<file path="src/rtl/branch_predict_unit.sv">
// Branch predictor and resolver.
// IF stage: a 2-bit bimodal BHT and a direct-mapped BTB look up the fetch PC.
// EX stage: branches are resolved, mispredictions are detected, and a one-cycle
// registered redirect is issued to fetch. Saturating counters track branch and
// mispredict totals.
module branch_predict_unit #(
   parameter int XLEN    = 32,
   parameter int CTRL_W  = 22,
   parameter int ENTRIES = 16,
   parameter int CNT_W   = 16,
   parameter int BIT_UBR = 7,
   parameter int BIT_RET = 4,
   parameter int BIT_BGT = 3,
   parameter int BIT_BEQ = 2
) (
   input  logic              clk,
   input  logic              rst_n,
   input  logic [XLEN-1:0]   IF_pc,
   output logic              IF_predTaken,
   output logic [XLEN-1:0]   IF_predTarget,
   input  logic              EX_valid,
   input  logic [XLEN-1:0]   EX_pc,
   input  logic              EX_predTaken,
   input  logic [XLEN-1:0]   EX_predTarget,
   input  logic [XLEN-1:0]   EX_branchTarget,
   input  logic [XLEN-1:0]   Operand_EX_A,
   input  logic [1:0]        flags,
   input  logic [CTRL_W-1:0] Input_EX_controlBus,
   output logic [XLEN-1:0]   EX_branchPC,
   output logic              EX_is_Branch_Taken,
   output logic              EX_redirect,
   output logic [XLEN-1:0]   EX_redirectPC,
   output logic [CNT_W-1:0]  stat_branches,
   output logic [CNT_W-1:0]  stat_mispredicts
);

   localparam int IDX_W = $clog2(ENTRIES);
   localparam int TAG_W = XLEN - IDX_W - 2;

   logic [1:0]        bht       [ENTRIES];
   logic [ENTRIES-1:0] btbValid;
   logic [TAG_W-1:0]  btbTag    [ENTRIES];
   logic [XLEN-1:0]   btbTarget [ENTRIES];

   logic [IDX_W-1:0]  ifIdx;
   logic [TAG_W-1:0]  ifTag;
   logic              ifHit;
   logic [IDX_W-1:0]  exIdx;
   logic [TAG_W-1:0]  exTag;
   logic              isBeq, isBgt, isUbr, isRet;
   logic              isBr, taken, brMispred, nbMispred, mispred;
   logic              unusedBits;

   assign unusedBits = &{1'b0, IF_pc[1:0], Input_EX_controlBus};

   // IF lookup: the target is only driven on a BTB tag hit
   always_comb begin
      ifIdx         = IF_pc[IDX_W+1:2];
      ifTag         = IF_pc[XLEN-1:IDX_W+2];
      ifHit         = btbValid[ifIdx] && (btbTag[ifIdx] == ifTag);
      IF_predTaken  = ifHit && bht[ifIdx][1];
      IF_predTarget = ifHit ? btbTarget[ifIdx] : '0;
   end

   // EX resolve and mispredict detection; ret is an always-taken jump
   always_comb begin
      exIdx              = EX_pc[IDX_W+1:2];
      exTag              = EX_pc[XLEN-1:IDX_W+2];
      isBeq              = Input_EX_controlBus[BIT_BEQ];
      isBgt              = Input_EX_controlBus[BIT_BGT];
      isUbr              = Input_EX_controlBus[BIT_UBR];
      isRet              = Input_EX_controlBus[BIT_RET];
      EX_branchPC        = isRet ? Operand_EX_A : EX_branchTarget;
      taken              = EX_valid && ((isBeq && flags[0]) || (isBgt && flags[1]) ||
                                        isUbr || isRet);
      isBr               = EX_valid && (isBeq || isBgt || isUbr || isRet);
      EX_is_Branch_Taken = taken;
      brMispred          = isBr && ((taken != EX_predTaken) ||
                                    (taken && (EX_predTarget != EX_branchPC)));
      nbMispred          = EX_valid && !isBr && EX_predTaken;
      mispred            = brMispred || nbMispred;
   end

   // BHT counters and BTB valid bits; a bogus prediction on a non-branch evicts the entry
   always_ff @(posedge clk) begin
      if (!rst_n) begin
         for (int i = 0; i < ENTRIES; i++) bht[i] <= 2'b01;
         btbValid <= '0;
      end else if (isBr) begin
         if (taken) begin
            if (bht[exIdx] != 2'b11) bht[exIdx] <= bht[exIdx] + 2'b01;
            btbValid[exIdx] <= 1'b1;
         end else if (bht[exIdx] != 2'b00) begin
            bht[exIdx] <= bht[exIdx] - 2'b01;
         end
      end else if (nbMispred) begin
         btbValid[exIdx] <= 1'b0;
      end
   end

   // BTB tag/target payload, only meaningful under btbValid so not reset
   always_ff @(posedge clk) begin
      if (rst_n && isBr && taken) begin
         btbTag[exIdx]    <= exTag;
         btbTarget[exIdx] <= EX_branchPC;
      end
   end

   // One-cycle redirect pulse; the PC register holds between pulses
   always_ff @(posedge clk) begin
      if (!rst_n) begin
         EX_redirect   <= 1'b0;
         EX_redirectPC <= '0;
      end else begin
         EX_redirect <= mispred;
         if (mispred) EX_redirectPC <= taken ? EX_branchPC : EX_pc + XLEN'(4);
      end
   end

   // Saturating statistics counters
   always_ff @(posedge clk) begin
      if (!rst_n) begin
         stat_branches    <= '0;
         stat_mispredicts <= '0;
      end else begin
         if (isBr && (stat_branches != '1))     stat_branches    <= stat_branches + CNT_W'(1);
         if (mispred && (stat_mispredicts != '1)) stat_mispredicts <= stat_mispredicts + CNT_W'(1);
      end
   end

endmodule
</file>
<file path="config.mk">
export PLATFORM = sky130hd
export DESIGN_NAME = branch_predict_unit
export DESIGN_NICKNAME = d
export VERILOG_FILES = /design/src/rtl/branch_predict_unit.sv
export SDC_FILE = /design/constraint.sdc
export NUM_CORES = 1
export LEC_CHECK = 0
export CAP_MARGIN = 20
export CORE_MARGIN = 1.5
export CORE_UTILIZATION = 37
export DETAILED_ROUTE_END_ITERATION = 16
export DONT_BUFFER_PORTS = 1
export GPL_ROUTABILITY_DRIVEN = 0
export GPL_TIMING_DRIVEN = 1
export PLACE_DENSITY = 0.61
export SYNTH_ARGS = -nofsm -noshare
export SYNTH_HDL_FRONTEND = slang
export SYNTH_SLANG_ARGS = --single-unit
</file>
<file path="constraint.sdc">
create_clock -name clk -period 8.1 [get_ports clk]
set_input_delay 1.62 -clock clk [delete_from_list [all_inputs] [get_ports clk]]
set_output_delay 1.62 -clock clk [all_outputs]
set_load 0.02 [all_outputs]
</file>
==> metrics.log, run 1 <==
INFO  metric outcome = completed
INFO  metric most-common-layout-cells = sky130_fd_sc_hd__edfxtp_1, sky130_fd_sc_hd__mux4_2, sky130_fd_sc_hd__nand2_1
INFO  metric power_density = 238.7 nW/um2
INFO  metric critPathCaptureType = primary output
INFO  metric area.growth.synth_to_final = 12.18%
INFO  metric worst-endpoint-arrival = 4800 ps
INFO  metric cts_hold_buf = 0
INFO  metric fin_setup_tns = 0 ps
INFO  metric synth_instances = 2315
INFO  metric die_y = between 300 and 400 um
INFO  metric synth_compound_area_frac = 0.02597
INFO  metric min_period_over_period = 0.7931
INFO  metric asyncSetResetFlopFracSynth = 0
INFO  metric maxCapViolations = 0
INFO  metric final_util = 0.4183
INFO  metric power.share.combinational = 0.052
INFO  metric final_hpwl_from_detailed_placement = 67350 um
INFO  metric cts.clk_slew.worst_paths = roughly 60 ps
INFO  metric p_leak = 15.10 nW
INFO  metric layout_cell_share_with_drive_strength_beyond_1 = 0.2166
INFO  metric timing.hold.ws = approximately 480 ps
INFO  metric slew_viol_final = 0
INFO  metric io_buffer_count = 0
INFO  metric worst-endpoint-required = 6480 ps
INFO  metric grt_setup_unrepaired = false
INFO  metric synth-edff-count = between 900 and 1k
INFO  metric crit-reg2reg-capture = bht[1][0]$_SDFFCE_PN1P_
INFO  metric internal_power = 0.008945 W
INFO  metric wl_per_cell = 29.36 um
INFO  metric clock_power_share = 0.421
INFO  metric synthesis.area = roughly 43000 um2
INFO  metric most_common_cell_after_layout_fill_and_taps_aside = sky130_fd_sc_hd__edfxtp_1
INFO  metric synth_top_family_by_area = multiplexers
INFO  metric post-route-drc-count = 0
INFO  metric switching_share_of_power = 0.2165
INFO  metric grt_antenna_before_repair = 1
INFO  metric dr_vias = 22.28k
INFO  metric clk_latency_worst_skew_pair = 680 ps
INFO  metric crit_path_max_incr_delay = 540 ps
INFO  metric post_synth.cell_area_avg = around 18 um2
INFO  metric critical_path.most_common_cell = sky130_fd_sc_hd__mux2i_1
INFO  metric tritoncts = done
INFO  metric synth_simple_gate_area_frac = 0.04950
INFO  metric ant_nets = 0
INFO  metric initial_utilization = 0.3729
INFO  metric synth_mux_area_frac = 0.1685
INFO  metric fmaxAchievable = 0.1557 GHz
INFO  metric tritoncts.num_buffers = 105
INFO  metric routed_wl = 115700 um
INFO  metric dominantRegCellSynth = sky130_fd_sc_hd__edfxtp_1
INFO  metric grt_overflow = 0
INFO  metric first_global_vias = 22.74k
INFO  metric total_number_of_nets_in_the_final_design = between 2k and 3k
INFO  metric fillCellCount = 9893
INFO  metric worst_pin_slew = 1119 ps
INFO  metric core_area = 114300 um2
INFO  metric skew = 17.75 ps
INFO  metric setup-violations-final = 0
INFO  metric synth_fa_ha_area_frac = 0.001761
INFO  metric die_w = 342.5 um
INFO  metric first_iter_violations = roughly 2.4k
INFO  metric cp_max_fo = 225
INFO  metric grt_pass1_wl = 162800 um
INFO  metric die_area = approximately 120000 um2
INFO  metric p_sw = 0.002471 W
INFO  metric global_route.usage.total = 0.1959
INFO  metric cts_root_cell = sky130_fd_sc_hd__clkbuf_16
INFO  metric hold_viol_final = 0
INFO  metric synth-seq-cells = 1041
INFO  metric sequential_power_share = 0.527
INFO  metric ir_drop_worst_vdd = 0.1787 mV
INFO  metric r2r_slack = 5050 ps
INFO  metric drt_pass1_iterations = 5
INFO  metric ys_seq_area_frac = 0.7141
INFO  metric standard_cell_with_the_maximum_stage_delay_on_the_critical_path = sky130_fd_sc_hd__mux4_2
INFO  metric path_delay_family = simple AND/OR/NAND/NOR gates
INFO  metric finalWorstPathRequiredPeriod = 6424 ps
INFO  metric relSlewSlack = 0.2524
INFO  metric tritoncts_num_sinks = 1041
INFO  metric synth.net_count = 2509
INFO  metric parity_gate_share_of_the_synthesized_area_counting_xor_and_xnor_cells = 0.02136
INFO  metric maximum_number_of_pins_on_one_net_before_global_route_repair = 226
INFO  metric h-tree-depth = 3
INFO  metric crit_path_start_kind = input pin
INFO  metric synth.distinct_cells = 64
INFO  metric cts_setup_buffers = 0
INFO  metric min_path_type = register to register
INFO  metric quantity_of_gates_resized_following_cts = 0
INFO  metric vias_per_cell = 5.652
INFO  metric ctsLongestPathBuffers = 3
INFO  metric min_delay_path_depth = 2
INFO  metric timing.critical_path.buf_inv = 1
INFO  metric worstSetupPathType = input pin to primary output
INFO  metric timing.rr.start = bht[10][1]$_SDFFCE_PN0P_
INFO  metric critPathLaunch = IF_pc[2]
INFO  metric ios = approximately 320
INFO  metric crit_path_cell_trace = mux4_2, mux2i_1, mux2i_1, xor2_1, nor4_1, nand4_1, nor4_4, buf_4, and3_1
INFO  metric core.rowCount = 124
INFO  metric yosys_warnings = 0
INFO  metric ff2ff_path_depth = 7
INFO  metric p_total = 0.01142 W
## worst max path at each step
stage | endpoint | slack, ps | depth (start not counted)
after global placement | IF_predTarget[5] | 1730 | 9
after CTS | IF_predTarget[6] | 1660 | 9
after global routing | IF_predTarget[6] | 1570 | 9
final | IF_predTarget[0] | 1680 | 9
after detailed placement | IF_predTarget[6] | 1690 | 9
after floorplan | btbTag[15][0]$_DFFE_PP_ | 2240 | 8
## kinds of logic (layout without fill, tap and decap cells)
logic type	Yosys count	after routing
flip-flops	1041	1041
AND/OR/NAND/NOR	440	440
multiplexers	382	382
AO/OA/AOI/OAI	178	178
buffers and inverters	164	277
XOR/XNOR	104	104
adder cells (fa/ha/maj)	6	6
other	0	2
## registers in the layout, indices dropped and copies added, names as in the netlist, named ones only
signal / count
EX_redirect: 1
EX_redirectPC: 32
bht: 32
btbTag: 416
btbTarget: 512
stat_branches: 16
stat_mispredicts: 16
## cells in the mapped netlist (all sizes together) (17+ instances only)
| cell | number | area, um2 |
|---|---|---|
| o21ai | 51 | 255.3 |
| inv | 36 | 135.1 |
| mux4 | 265 | 5968 |
| edfxtp | 960 | 28830 |
| and3 | 41 | 256.5 |
| clkbuf | 49 | 187.7 |
| xor2 | 55 | 481.7 |
| nand4 | 22 | 137.6 |
| mux2i | 100 | 1023 |
| a21oi | 54 | 300.3 |
| dfxtp | 81 | 1622 |
| o211ai | 25 | 187.7 |
| nand3 | 53 | 265.3 |
| nand2 | 153 | 574.3 |
| mux2 | 17 | 191.4 |
| xnor2 | 49 | 429.2 |
| nor2 | 98 | 367.9 |
| buf | 79 | 481.7 |
## per-layer routing
layer  track usage  vias up  share of wire
met5             0        -              0
met4       0.07412        0          0.034
met3       0.06170      178          0.098
met2        0.3124      947           0.48
met1        0.2501    11840           0.39
li1              -     9319              -
## cell type report
| class | instances | area [um2] | share of cell area |
|---|---|---|---|
| Timing Repair Buffer | 45 | 387.9 | 0.008108 |
| Sequential cell | 1041 | 30450 | 0.6365 |
| Clock buffer | 148 | 2977 | 0.06223 |
| Multi-Input combinational cell | 1110 | 11540 | 0.2412 |
| Tap cell | 1512 | 1892 | 0.03955 |
| Antenna cell | 2 | 5.005 | 0.0001046 |
| Clock inverter | 48 | 450.4 | 0.009416 |
| Inverter | 36 | 136.4 | 0.002851 |
## power by group through the flow
stage / clock (W) / sequential [W] / combinational [W]
4_1_cts: 0.00488 / 0.00601 / 0.000594
3_5_place_dp: 0 / 0.00613 / 0.000592
2_1_floorplan: 0 / 0.00611 / 0.000477
6_report: 0.00481 / 0.00601 / 0.000595
5_1_grt: 0.00508 / 0.00602 / 0.000632
3_3_place_gp: 0 / 0.00612 / 0.000579
## tightest hold or removal path, stage by stage, from the launching register on
cell	delay (ps)
sky130_fd_sc_hd__dfxtp_1	310
sky130_fd_sc_hd__o21ai_0	70
sky130_fd_sc_hd__a21oi_1	60
## per-stage QoR
stage	setup slack, ps	cells	instance area (um2)
3_5_place_dp	1689	3743	44380
6_report	1676	3942	47840
3_3_place_gp	1730	3742	44380
4_1_cts	1664	3939	47810
2_1_floorplan	2240	2315	42640
5_1_grt	1571	3940	47830
No activity file was read; power rests on OpenSTA's default activity.
==> run 2, diff against run 1 <==
--- a/config.mk
+++ b/config.mk
@@ -12,7 +12,7 @@
 export DONT_BUFFER_PORTS = 1
 export GPL_ROUTABILITY_DRIVEN = 0
 export GPL_TIMING_DRIVEN = 1
-export PLACE_DENSITY = 0.61
+export PLACE_DENSITY = 0.63
 export SYNTH_ARGS = -nofsm -noshare
 export SYNTH_HDL_FRONTEND = slang
 export SYNTH_SLANG_ARGS = --single-unit
==> constraint.sdc (replaced) <==
create_clock -name clk -period 5.9 [get_ports clk]
set_input_delay 1.18 -clock clk [delete_from_list [all_inputs] [get_ports clk]]
set_output_delay 1.18 -clock clk [all_outputs]
set_load 0.02 [all_outputs]
==> run 2 against run 1 <==
Wire length is essentially flat. Register-to-register slack lost 2200 ps. Combinational power grew 38%. First-iteration DRC count shrank 3.3%. Utilization shrank 0.078 points. Via count grew 0.44%. Design area shrank 0.19%. Total power grew 36%. Critical path depth is the same. Global-route usage shrank 0.13 points. Non-clock buffer count grew 6. Highest routed layer is now met5.
==> metrics.log, run 2 (synthesized netlist as in run 1, its figures left out) <==
INFO  metric outcome = completed
INFO  metric worst-endpoint-arrival = 4310 ps (-490 ps)
INFO  metric tritoncts.num_buffers = 104 (-0.95%)
INFO  metric vias_per_cell = 5.678 (+0.47%)
INFO  metric critical_path.most_common_cell = sky130_fd_sc_hd__mux2i_1
INFO  metric grt_overflow = 0 (unchanged)
INFO  metric post-route-drc-count = 0 (unchanged)
INFO  metric ff2ff_path_depth = 7 (unchanged)
INFO  metric ir_drop_worst_vdd = 0.2097 mV (+17%)
INFO  metric most-common-layout-cells = sky130_fd_sc_hd__edfxtp_1, sky130_fd_sc_hd__mux4_2, sky130_fd_sc_hd__nand2_1
INFO  metric largest_register_ffs = 512 (unchanged)
INFO  metric clk_latency_worst_skew_pair = 690 ps (about the same)
INFO  metric p_leak = 15.03 nW (-0.44%)
INFO  metric ios = 319 (unchanged)
INFO  metric grt_antenna_before_repair = 6 (+5)
INFO  metric core_area = 114300 um2 (unchanged)
INFO  metric cts_root_cell = sky130_fd_sc_hd__clkbuf_16
INFO  metric routed_wl = 115800 um (about the same)
INFO  metric standard_cell_with_the_maximum_stage_delay_on_the_critical_path = sky130_fd_sc_hd__nor4_1
INFO  metric placed_cell_area = 44440 um2 (+0.13%)
INFO  metric biggestRegsByFlops = btbTarget: 512 flops, btbTag: 416 flops
INFO  metric cts_setup_buffers = 0 (unchanged)
INFO  metric relSlewSlack = 0.2601 (+0.007661)
INFO  metric first_iter_violations = 2352 (-3.3%)
INFO  metric placed_cells_incl_taps = 3750 (+0.19%)
INFO  metric total_number_of_nets_in_the_final_design = 2538 (+0.20%)
INFO  metric critPathCaptureType = primary output
INFO  metric finalWorstPathRequiredPeriod = 5488 ps
INFO  metric die_area = 117300 um2 (unchanged)
INFO  metric switching_share_of_power = 0.2164 (about the same)
INFO  metric tritoncts_num_sinks = 1041 (unchanged)
INFO  metric h-tree-depth = 3 (unchanged)
INFO  metric grt_setup_unrepaired = false
INFO  metric grt_use_met1 = 0.2598 (+0.009662)
INFO  metric worstSetupPathType = input pin to primary output
INFO  metric power_density = 325.6 nW/um2 (+36%)
INFO  metric min_path_type = register to register
INFO  metric dr_vias = 22.38k (+0.44%)
INFO  metric crit_path_start_kind = input pin
INFO  metric cts.clk_slew.worst_paths = 60 ps (about the same)
INFO  metric timing.rr.start = bht[3][0]$_SDFFCE_PN1P_
INFO  metric fmaxAchievable = 0.1822 GHz
INFO  metric worst_pin_slew = 1110 ps (-8.837 ps)
INFO  metric cts_hold_buf = 0 (unchanged)
INFO  metric hold_viol_final = 0 (unchanged)
INFO  metric min_delay_path_depth = 2 (unchanged)
INFO  metric global_route.usage.total = 0.1946 (-0.001279)
INFO  metric skew = 13.73 ps (-4.018 ps)
INFO  metric cp_max_fo = 225 (unchanged)
INFO  metric first_global_vias = 22.42k (-1.4%)
INFO  metric tritoncts = done
INFO  metric ant_nets = 0 (unchanged)
INFO  metric final_critical_path_setup_slack = 411.6 ps (-1264 ps)
INFO  metric setup-violations-final = 0 (unchanged)
INFO  metric worst-endpoint-required = 4720 ps (-1760 ps)
INFO  metric final_area = 47750 um2 (-0.19%)
INFO  metric core.rowCount = 124 (unchanged)
INFO  metric die_y = 342.5 um (unchanged)
INFO  metric power.share.combinational = 0.053 (about the same)
INFO  metric die_w = 342.5 um (unchanged)
INFO  metric fin_setup_tns = 0 ps (unchanged)
INFO  metric sequential_power_share = 0.531 (+0.004)
INFO  metric io_buffer_count = 0 (unchanged)
INFO  metric quantity_of_gates_resized_following_cts = 0 (unchanged)
INFO  metric maximum_number_of_pins_on_one_net_before_global_route_repair = 226 (unchanged)
INFO  metric crit_path_max_incr_delay = 670 ps (+130 ps)
INFO  metric preCtsSetupSlack = 503.8 ps (-1186 ps)
INFO  metric slew_viol_final = 0 (unchanged)
INFO  metric ctsLongestPathBuffers = 3 (unchanged)
INFO  metric maxCapViolations = 0 (unchanged)
INFO  metric layoutNonFillerInstCount = 3941 (-0.025%)
INFO  metric final_util = 0.4176 (-0.0007770)
INFO  metric area.growth.synth_to_final = 11.97%
INFO  metric global_route.usage.met2 = 0.3152 (+0.002862)
INFO  metric r2r_slack = 2830 ps (-2220 ps)
INFO  metric grt_use_met3 = 0.04955 (-0.01215)
INFO  metric crit-reg2reg-capture = bht[7][0]$_SDFFCE_PN1P_
INFO  metric initial_utilization = 0.3729 (unchanged)
INFO  metric layout_cell_share_with_drive_strength_beyond_1 = 0.2150 (-0.001647)
INFO  metric crit_path_cell_trace = mux4_2, mux2i_1, mux2i_1, xor2_1, nor4_1, nand4_1, nor4_4, buf_4, and3_1
INFO  metric internal_power = 0.01218 W (+36%)
INFO  metric busiest_layer = met2
INFO  metric min_period_over_period = 0.9302
INFO  metric p_sw = 0.003365 W (+36%)
INFO  metric most_common_cell_after_layout_fill_and_taps_aside = sky130_fd_sc_hd__edfxtp_1
INFO  metric wl_per_cell = 29.38 um (about the same)
INFO  metric grt_pass1_wl = 162500 um (-0.22%)
INFO  metric clock_power_share = 0.416 (-0.005)
INFO  metric final_hpwl_from_detailed_placement = 68190 um (+1.3%)
INFO  metric drt_pass1_iterations = 5 (unchanged)
INFO  metric registers.top_by_ff_count = btbTarget
[run 2: critical path: cells and delay by family]
kind,cells,cell delay [ps]
XOR/XNOR,1,150
buffers and inverters,1,380
multiplexers,3,790
AND/OR/NAND/NOR,4,1640
[run 2: worst max path at each step]
stage	from	endpoint	slack, ps	cells after the start
after floorplan	Input_EX_controlBus[4]	btbTag[15][0]$_DFFE_PP_	480	8
after global placement	IF_pc[2]	IF_predTarget[1]	570	9
after detailed placement	IF_pc[2]	IF_predTarget[2]	500	9
after CTS	IF_pc[2]	IF_predTarget[2]	470	9
after global routing	IF_pc[2]	IF_predTarget[14]	330	9
final	IF_pc[2]	IF_predTarget[2]	410	9
[run 2: final cells by class]
| cell class | instances | area, um2 |
|---|---|---|
| flip-flops and latches | 1041 | 30450 |
| clock buffers | 131 | 2745 |
| fillers | 9881 | 66600 |
| inverters | 36 | 136.4 |
| well taps | 1512 | 1892 |
| multi-input cells | 1110 | 11530 |
| clock inverters | 59 | 559.3 |
| repair buffers | 51 | 427.9 |
| diodes | 1 | 2.502 |
[run 2: stage by stage]
stage / power [W] / hold WS (ps)
after floorplan: 0.009047 / 450.5
after global placement: 0.009209 / 465.2
after detailed placement: 0.009233 / 470.4
after CTS: 0.01564 / 480.8
after global routing: 0.01594 / 515.0
final: 0.01555 / 480.2
[run 2: per-layer routing]
layer  up-vias  wire length, um
met5         -               50
met4         8             2529
met3       142            10200
met2       936            55760
met1     11960            47230
li1       9333                -
[run 2: power by group through the flow]
stage | clock, W | combinational, W | sequential (W)
final | 0.00647 | 0.000821 | 0.00825
after global routing | 0.00681 | 0.000868 | 0.00826
after CTS | 0.00656 | 0.000824 | 0.00826
after detailed placement | 0 | 0.000821 | 0.00841
after global placement | 0 | 0.000804 | 0.00840
after floorplan | 0 | 0.000656 | 0.00839
==> run 3, diff against run 2 <==
--- a/config.mk
+++ b/config.mk
@@ -6,13 +6,15 @@
 export NUM_CORES = 1
 export LEC_CHECK = 0
 export CAP_MARGIN = 20
+export CELL_PAD_IN_SITES_DETAIL_PLACEMENT = 0
+export CELL_PAD_IN_SITES_GLOBAL_PLACEMENT = 1
 export CORE_MARGIN = 1.5
 export CORE_UTILIZATION = 37
 export DETAILED_ROUTE_END_ITERATION = 16
 export DONT_BUFFER_PORTS = 1
 export GPL_ROUTABILITY_DRIVEN = 0
 export GPL_TIMING_DRIVEN = 1
-export PLACE_DENSITY = 0.63
+export PLACE_DENSITY = 0.69
 export SYNTH_ARGS = -nofsm -noshare
 export SYNTH_HDL_FRONTEND = slang
 export SYNTH_SLANG_ARGS = --single-unit
==> run 3 against run 2 <==
Utilization is 0.22 points higher. Non-clock buffer count up 17. Hold slack gained 3.0 ps. Global-route usage grew 0.14 points. Wire length shrank 0.71%. Clock skew is 2.0 ps lower. Combinational power fell by 0.6%. Clock power is essentially flat. Sequential share of layout area down 0.34 points. Total power about the same. Die area unchanged. Setup slack improved by 120 ps.
==> metrics.log, run 3 (synthesized netlist as in run 1, its figures left out) <==
INFO  metric skew = 11.74 ps (-1.987 ps)
INFO  metric maxCapViolations = 0 (unchanged)
INFO  metric insertedDiodeCount = 0 (-1)
INFO  metric tritoncts.num_buffers = 107 (+2.9%)
INFO  metric placed_cell_area = 44650 um2 (+0.47%)
INFO  metric final_hpwl_from_detailed_placement = 67760 um (-0.64%)
INFO  metric most-common-layout-cells = sky130_fd_sc_hd__edfxtp_1, sky130_fd_sc_hd__mux4_2, sky130_fd_sc_hd__nand2_1
INFO  metric layoutNonFillerInstCount = 3962 (+0.53%)
INFO  metric cts_setup_buffers = 0 (unchanged)
INFO  metric min_path_type = register to register
INFO  metric h-tree-depth = 3 (unchanged)
INFO  metric relSlewSlack = 0.2571 (-0.002977)
INFO  metric first_iter_violations = 2122 (-9.8%)
INFO  metric die_y = 342.5 um (unchanged)
INFO  metric tritoncts = done
INFO  metric slew_viol_final = 0 (unchanged)
INFO  metric quantity_of_gates_resized_following_cts = 0 (unchanged)
INFO  metric worst_pin_slew = 1112 ps (+1.827 ps)
INFO  metric drt_pass1_iterations = 5 (unchanged)
INFO  metric die_w = 342.5 um (unchanged)
INFO  metric routed_wl = 114900 um (-0.71%)
INFO  metric p_leak = 15.17 nW (+0.93%)
INFO  metric maximum_number_of_pins_on_one_net_before_global_route_repair = 226 (unchanged)
INFO  metric grt_antenna_before_repair = 4 (-2)
INFO  metric cp_max_fo = 225 (unchanged)
INFO  metric final_area = 48000 um2 (+0.53%)
INFO  metric fmaxAchievable = 0.1863 GHz (+2.2%)
INFO  metric worst-endpoint-arrival = 4190 ps (-120 ps)
INFO  metric outcome = completed
INFO  metric ant_nets = 0 (unchanged)
INFO  metric fin_setup_tns = 0 ps (unchanged)
INFO  metric hold_viol_final = 0 (unchanged)
INFO  metric power_density = 324.0 nW/um2 (-0.51%)
INFO  metric total_number_of_nets_in_the_final_design = 2558 (+0.79%)
INFO  metric biggestRegsByFlops = btbTarget: 512 flops, btbTag: 416 flops
INFO  metric most_common_cell_after_layout_fill_and_taps_aside = sky130_fd_sc_hd__edfxtp_1
INFO  metric layout_cell_share_with_drive_strength_beyond_1 = 0.2212 (+0.006233)
INFO  metric cts_root_cell = sky130_fd_sc_hd__clkbuf_16
INFO  metric vias_per_cell = 5.642 (-0.63%)
INFO  metric die_area = 117300 um2 (unchanged)
INFO  metric ir_drop_worst_vdd = 0.2177 mV (+3.8%)
INFO  metric min_period_over_period = 0.9100 (-0.02023)
INFO  metric critPathCaptureType = primary output
INFO  metric ios = 319 (unchanged)
INFO  metric clk_latency_worst_skew_pair = 690 ps (about the same)
INFO  metric first_global_vias = 22.84k (+1.9%)
INFO  metric tritoncts_num_sinks = 1041 (unchanged)
INFO  metric cts_hold_buf = 0 (unchanged)
INFO  metric grt_overflow = 0 (unchanged)
INFO  metric cts.clk_slew.worst_paths = 60 ps (about the same)
INFO  metric finalWorstPathRequiredPeriod = 5369 ps (-119.4 ps)
INFO  metric ctsLongestPathBuffers = 3 (unchanged)
INFO  metric post-route-drc-count = 0 (unchanged)
INFO  metric worstSetupPathType = input pin to primary output
INFO  metric placed_cells_incl_taps = 3767 (+0.45%)
INFO  metric grt_setup_unrepaired = false
INFO  metric core.rowCount = 124 (unchanged)
INFO  metric initial_utilization = 0.3729 (unchanged)
INFO  metric io_buffer_count = 0 (unchanged)
INFO  metric fillCellCount = 9931 (+0.51%)
INFO  metric setup-violations-final = 0 (unchanged)
INFO  metric wl_per_cell = 29.01 um (-1.2%)
INFO  metric core_area = 114300 um2 (unchanged)
INFO  metric timing.hold.ws = 483.1 ps (+2.967 ps)
INFO  metric crit_path_start_kind = input pin
INFO  metric dr_vias = 22.36k (-0.098%)
INFO  metric worst-endpoint-required = 4720 ps (about the same)
INFO  metric area.growth.synth_to_final = 12.57%
INFO  metric grt_pass1_wl = 163400 um (+0.56%)
INFO  metric registers.top_by_ff_count = btbTarget
INFO  metric largest_register_ffs = 512 (unchanged)
INFO  metric global_route.usage.total = 0.1959 (+0.001375)
-- run 3: cell count changes in the layout (fill, tap and decap cells not counted), sizes merged --
cell / previous run / this run
buf: 51 / 68
clkinv: 39 / 42
clkinvlp: 6 / 7
bufinv: 8 / 5
clkbuf: 131 / 135
diode: 1 / 0
-- run 3: report_power, final --
part	internal [W]	total, W	switching, W
combinational	0.000341	0.000816	0.000475
clock	0.00364	0.00648	0.00285
sequential	0.00819	0.00825	0.0000638
total	0.0122	0.0156	0.00339
-- run 3: cell type report --
type / count / area [um2] / share of cell area
Clock inverter: 60 / 521.8 / 0.01087
Clock buffer: 135 / 2833 / 0.05901
Timing Repair Buffer: 68 / 635.6 / 0.01324
Inverter: 36 / 136.4 / 0.002841
Sequential cell: 1041 / 30450 / 0.6343
Multi-Input combinational cell: 1110 / 11530 / 0.2403
Tap cell: 1512 / 1892 / 0.03941
-- run 3: path summary, 6_finish.rpt --
kind | from | endpoint | slack, ps | cells after the start
setup / recovery | IF_pc[2] | IF_predTarget[5] | 530 | 10
hold / removal | register | register | 480 | 2
setup reg to reg | bht[13][0]$_SDFFCE_PN1P_ | bht[9][0]$_SDFFCE_PN1P_ | 2830 | 7
hold reg to reg | register | register | 480 | 2
-- run 3: through the flow --
| step | worst slack (ps) | util | power [W] |
|---|---|---|---|
| 6_report | 530.9 | 0.4198 | 0.01555 |
| 5_1_grt | 655.7 | 0.4198 | 0.01599 |
| 4_1_cts | 751.1 | 0.4198 | 0.01565 |
| 3_5_place_dp | 773.7 | 0.3905 | 0.009223 |
| 3_3_place_gp | 669.9 | 0.3901 | 0.009200 |
| 2_1_floorplan | 480.3 | - | 0.009047 |
-- run 3: worst max-delay path, stage by stage --
cell	delay, ps
sky130_fd_sc_hd__mux4_2	540
sky130_fd_sc_hd__mux2i_1	220
sky130_fd_sc_hd__mux2i_1	140
sky130_fd_sc_hd__xor2_1	160
sky130_fd_sc_hd__nor4_1	480
sky130_fd_sc_hd__nand4_1	260
sky130_fd_sc_hd__nor4_4	380
sky130_fd_sc_hd__buf_12	220
sky130_fd_sc_hd__and3_1	220
sky130_fd_sc_hd__buf_4	140
-- run 3: routing by layer --
layer	GRT usage	routed length (um)	vias up
li1	-	-	9389
met2	0.3203	56570	964
met5	0	25	-
met4	0.06692	3510	4
met3	0.05720	11110	178
met1	0.2494	43730	11820
